$ cat config.mk
export PLATFORM = sky130hd
export DESIGN_NAME = if_stage_bp
export DESIGN_NICKNAME = d
export VERILOG_FILES = /design/src/rtl/if_stage_bp.sv
export SDC_FILE = /design/constraint.sdc
export NUM_CORES = 1
export LEC_CHECK = 0
export BUFFER_PORTS_ARGS = -buffer_cell sky130_fd_sc_hd__buf_2
export CORE_MARGIN = 8
export CORE_UTILIZATION = 45
export CTS_CLUSTER_SIZE = 20
export DETAILED_ROUTE_END_ITERATION = 12
export MAX_ROUTING_LAYER = met4
export SLEW_MARGIN = 25
export SYNTH_ARGS = -nofsm -noshare
export SYNTH_HDL_FRONTEND = slang
export SYNTH_SLANG_ARGS = --single-unit
$ cat constraint.sdc
create_clock -name clk -period 5.8 [get_ports clk]
set_clock_uncertainty 0.1 [all_clocks]
set_input_delay 0.58 -clock clk [delete_from_list [all_inputs] [get_ports clk]]
set_output_delay 0.58 -clock clk [all_outputs]
set_load 0.02 [all_outputs]
$ cat src/rtl/if_stage_bp.sv
// Fetch front end: registered PC with a tagged, direct-mapped BTB and a 2-bit counter per entry.
// Latency: pred_* are combinational from pc; the chosen next PC appears one cycle later; updates are visible next cycle.
// Backpressure: PCWrite=0 holds pc (redirect still wins); updates are always accepted, one per cycle.
//
// Ports:
//   clk, rst (synchronous, active-low)
//   PCWrite, redirect, redirect_pc       - next-PC control from hazard unit / EX
//   upd_valid, upd_pc, upd_taken,
//   upd_target                           - resolved-branch training from EX
//   pc, pred_hit, pred_taken, pred_target - fetch address and its prediction
module if_stage_bp #(
  parameter int          ENTRIES  = 16,
  parameter logic [31:0] RESET_PC = 32'h0000_0000,
  parameter logic [1:0]  CTR_INIT = 2'b01
) (
  input  logic        clk,
  input  logic        rst,
  input  logic        PCWrite,
  input  logic        redirect,
  input  logic [31:0] redirect_pc,
  input  logic        upd_valid,
  input  logic [31:0] upd_pc,
  input  logic        upd_taken,
  input  logic [31:0] upd_target,
  output logic [31:0] pc,
  output logic        pred_hit,
  output logic        pred_taken,
  output logic [31:0] pred_target
);

  localparam int IDX_W = $clog2(ENTRIES);
  localparam int TAG_W = 32 - IDX_W - 2;

  logic [ENTRIES-1:0] valid;
  logic [TAG_W-1:0]   tag_tbl [ENTRIES];
  logic [31:0]        tgt_tbl [ENTRIES];
  logic [1:0]         ctr_tbl [ENTRIES];

  // Lookup side, driven by the current fetch address.
  logic [IDX_W-1:0] lk_idx;
  logic [TAG_W-1:0] lk_tag;

  assign lk_idx      = pc[IDX_W+1:2];
  assign lk_tag      = pc[31:IDX_W+2];
  assign pred_hit    = valid[lk_idx] && (tag_tbl[lk_idx] == lk_tag);
  assign pred_taken  = pred_hit && ctr_tbl[lk_idx][1];
  assign pred_target = tgt_tbl[lk_idx];

  // Next-PC selection: redirect beats stall, stall beats prediction.
  logic [31:0] pc_next;

  always_comb begin
    pc_next = pc + 32'd4;
    if (redirect)
      pc_next = redirect_pc;
    else if (!PCWrite)
      pc_next = pc;
    else if (pred_taken)
      pc_next = pred_target;
  end

  always_ff @(posedge clk) begin
    if (!rst)
      pc <= RESET_PC;
    else
      pc <= pc_next;
  end

  // Update side, driven by the resolved branch from EX.
  logic [IDX_W-1:0] up_idx;
  logic [TAG_W-1:0] up_tag;
  logic             up_hit;
  logic [1:0]       up_ctr;
  logic [1:0]       ctr_next;

  assign up_idx = upd_pc[IDX_W+1:2];
  assign up_tag = upd_pc[31:IDX_W+2];
  assign up_hit = valid[up_idx] && (tag_tbl[up_idx] == up_tag);
  assign up_ctr = ctr_tbl[up_idx];

  always_comb begin
    ctr_next = up_ctr;
    if (upd_taken && up_ctr != 2'b11)
      ctr_next = up_ctr + 2'd1;
    else if (!upd_taken && up_ctr != 2'b00)
      ctr_next = up_ctr - 2'd1;
  end

  // Tags and targets are not reset: valid=0 makes them irrelevant, and reset
  // must still block any write so a flushed table stays empty.
  always_ff @(posedge clk) begin
    if (!rst) begin
      valid <= '0;
      for (int i = 0; i < ENTRIES; i++)
        ctr_tbl[i] <= CTR_INIT;
    end else if (upd_valid) begin
      if (up_hit) begin
        ctr_tbl[up_idx] <= ctr_next;
        if (upd_taken)
          tgt_tbl[up_idx] <= upd_target;
      end else if (upd_taken) begin
        // Miss on a taken branch allocates over whatever sat in this slot,
        // starting weakly taken so one not-taken flips the prediction.
        valid[up_idx]   <= 1'b1;
        tag_tbl[up_idx] <= up_tag;
        tgt_tbl[up_idx] <= upd_target;
        ctr_tbl[up_idx] <= 2'b10;
      end
    end
  end

endmodule

==> metrics.md <==
| Metric | Value |
|---|---|
| Number of port buffers | `between 150 and 200` |
| Share of the synthesized area in the top cell type | `roughly 65%` |
| I/O pin cnt | `~170` |
| Critical path endpoint category | `primary output` |
| Maximum VDD drop | `~0.29 mV` |
| Slew Limit Fails | `0` |
| Hold-fix buffers, CTS | `0` |
| Synth Flop Type | `edfxtp_1` |
| Setup violators final | `0` |
| YS warnings | `0` |
| PostCTS Resize Cnt | `0` |
| CTS max path bufs | `3` |
| Cell Area, Synth | `0.0441 mm^2` |
| Cell variety after synth | `73` |
| Via density | `approximately 6.3` |
| Non-filler cells, final | `3,817` |
| CP Max Fanout | `33` |
| RSZ-0062 raised after global routing | `false` |
| Post-DP HPWL | `approximately 76,000 um` |
| Post-CTS Repair Setup Buffers | `0` |
| CP Cell Sequence | `buf_4, inv_2, mux4_2, xor2_1, a31oi_1, nor4_1, and4_1, and4_1, buf_2` |
| Vias | `about 24,000` |
| Peak Freq | `~0.18 GHz` |
| First-pass GRT wire length | `between 150,000 and 200,000 um` |
| WP depth | `9` |
| Initial antenna violation count | `14` |
| Core footprint | `~0.098 mm^2` |
| Power per Cell Area | `around 320 mW/mm^2` |
| Syn Inst Count | `2,225` |
| # nets final | `2,538` |
| Synthesized net count | `2,330` |
| WHS Path Cells | `3` |
| Worst path required time | `5.12 ns` |
| # clock sinks | `just over 1,000` |
| Post-route ant nets | `0` |
| Crit-path leading delay family | `simple AND/OR/NAND/NOR gates` |
| Status | `finished clean` |
| Root buffer cell | `clkbuf_16` |
| Fillcell total | `~8,000` |
| Worst slew margin | `around a quarter` |
| Setup_tns | `0 ns` |
| CTS Buf Count | `about 100` |
| Gr usage total | `a little under a quarter` |
| CTS H-tree lvls | `3` |
| Mean post-synth cell area | `about 20 um^2` |
| CP most frequent cell | `and4_1` |
| Total chip power | `roughly 16 mW` |
| Placer congestion estimate | `slightly below 0.9` |
| Register bit total from synthesis | `~1,000` |
| Vias in the first global route | `roughly 25,000` |
| Placed insts | `between 3,000 and 4,000` |
| Final min period | `about 5.6 ns` |
| FFs w/ async S/R, synth | `0%` |
| TritonCTS clock tree | `done` |
| Num rows | `~120` |
| Proportion of layout cells with a drive suffix above 1 | `around 34%` |
| WS Path Type | `flip-flop to primary output` |
| CP Launch Type | `flip-flop` |
| Syn-to-layout area delta | `13.8%` |
| Tightest Pin Transition | `roughly 1.1 ns` |
| Initial core utilization | `45.1%` |
| CP max stage cell | `dfxtp_4` |
| Number of synthesized flops with an enable pin | `960` |
| Fin. Hold Viols | `0` |
| Die Y | `about 330 um` |
| Pin count of the biggest net entering global routing | `95` |
| Reg clk slew, reported paths | `around 0.07 ns` |
| Area contributors post-synth | `edfxtp_1 (65%), mux4_2 (20%), dfxtp_1 (2.4%)` |
| Drt pass-1 iters | `6` |
| CP Data Arrival Time | `roughly 4.9 ns` |
| Register area share after synthesis | `around 68%` |
| Reg2reg path depth | `12` |
| Post-Route WL | `about 130,000 um` |
| Static leakage | `between 15 and 20 nW` |
| Routed length per placed instance | `around 33 um` |
| Max-cap violations | `0` |
| DIE WIDTH | `~330 um` |
| Critical Path Max Stage Delay | `0.76 ns` |
| Most area-hungry cell type in the Yosys netlist | `edfxtp_1` |
| Total gr overflow | `0` |
| Worst min path class | `primary input to flip-flop` |
| Worst Path Buf+Inv | `3` |
| DR iter-0 viols | `about 2,600` |
| Final period util | `~96%` |
| Drt drc | `0` |
| Worst-Skew Late Latency | `0.71 ns` |
| Commonest non-fill, non-tap cells in the layout | `edfxtp_1 (960), mux4_2 (392), buf_2 (163), clkbuf_16 (105), mux2i_1 (83)` |
| Die area | `~0.11 mm^2` |
| Commonest non-fill, non-tap cell in the layout | `edfxtp_1` |
==> through the flow <==
step,util (%),hold slack (ns),setup WS (ns),cell area [um^2]
floorplan,-,0.338,0.134,44100
global placement,47.8,0.353,0.638,46800
CTS,51.3,0.0119,0.249,50200
finish,51.3,0.0485,0.240,50200
detailed placement,47.8,0.363,0.624,46800
global route,51.3,0.0379,0.130,50200
==> layout make-up <==
| cell class | instances | area (um^2) | area share (%) |
|---|---|---|---|
| flip-flops and latches | 1012 | 29900 | 59.5 |
| multi-input cells | 1048 | 13500 | 26.9 |
| clock buffers | 129 | 2730 | 5.43 |
| repair buffers | 252 | 1740 | 3.47 |
| well taps | 1287 | 1610 | 3.21 |
| clock inverters | 63 | 678 | 1.35 |
| inverters | 16 | 62.6 | 0.125 |
| diodes | 10 | 25.0 | 0.0498 |
==> state kept, by name (all words and copies together) (netlist names), named ones only <==
name,cells
tgt_tbl,512
tag_tbl,416
ctr_tbl,32
pc,32
valid,16
==> worst paths after layout <==
kind                                       from         end  slack [ns]
worst max register to register        flip-flop      pc[10]        0.90
worst min register to register         valid[7]    valid[7]        0.39
worst min-delay path            redirect_pc[20]      pc[20]        0.05
worst max-delay path                  flip-flop  pred_taken        0.24
==> metal layers <==
metal	part of all wire, %	global-route usage (%)	vias up
met3	10	5.82	240
met4	3.5	7.78	0
met1	40	31.6	12752
met5	0	-	-
met2	47	36.0	1295
li1	-	-	9813
==> synth_stat cells (7+ instances only) <==
cell,number
mux2_2,19
dfxtp_1,52
and2_1,11
a21o_1,19
and3_1,20
clkbuf_1,66
nand2b_1,18
o21ai_1,8
a22oi_1,15
nor2_1,49
buf_1,10
edfxtp_1,960
mux2i_1,83
o21ai_0,28
mux4_2,392
nand4_1,15
a22o_1,14
o211ai_1,8
nor3_1,13
or3_1,7
nor2b_1,32
buf_2,39
nand3_1,42
xor2_1,12
buf_4,13
nand2_1,71
inv_1,13
xnor2_1,47
a21oi_1,31
o22ai_1,10
buf_6,16
==> worst register-to-register path, cell delays in order, from the launching register on <==
cell	delay, ns
dfxtp_4	0.76
buf_4	0.54
inv_2	0.32
mux4_2	0.42
xor2_1	0.17
a31oi_1	0.10
nor4_1	0.42
and4_1	0.42
nand4_4	0.58
buf_4	0.47
mux2i_1	0.19
a2bb2oi_1	0.09
o211a_1	0.23
==> where the power goes <==
group	switching, mW	total (mW)	internal [mW]
combinational	0.812	1.40	0.587
sequential	0.0863	8.15	8.06
clock	2.85	6.65	3.81
total	3.74	16.2	12.5
==> cells by family (layout without fill, tap and decap cells) <==
group	after synthesis	in the layout	synth area share, %
xor gates and xnor gates	59	59	1.17
buffers and inverters	165	460	2.04
and+or+nand+nor	303	303	3.64
other	0	10	0
muxes	494	494	22.4
DFF	1012	1012	67.7
adders and majority gates	3	3	0.0851
AOI/OAI and AO/OA	189	189	3.02
Note: power is estimated with default switching activity, not from simulation.
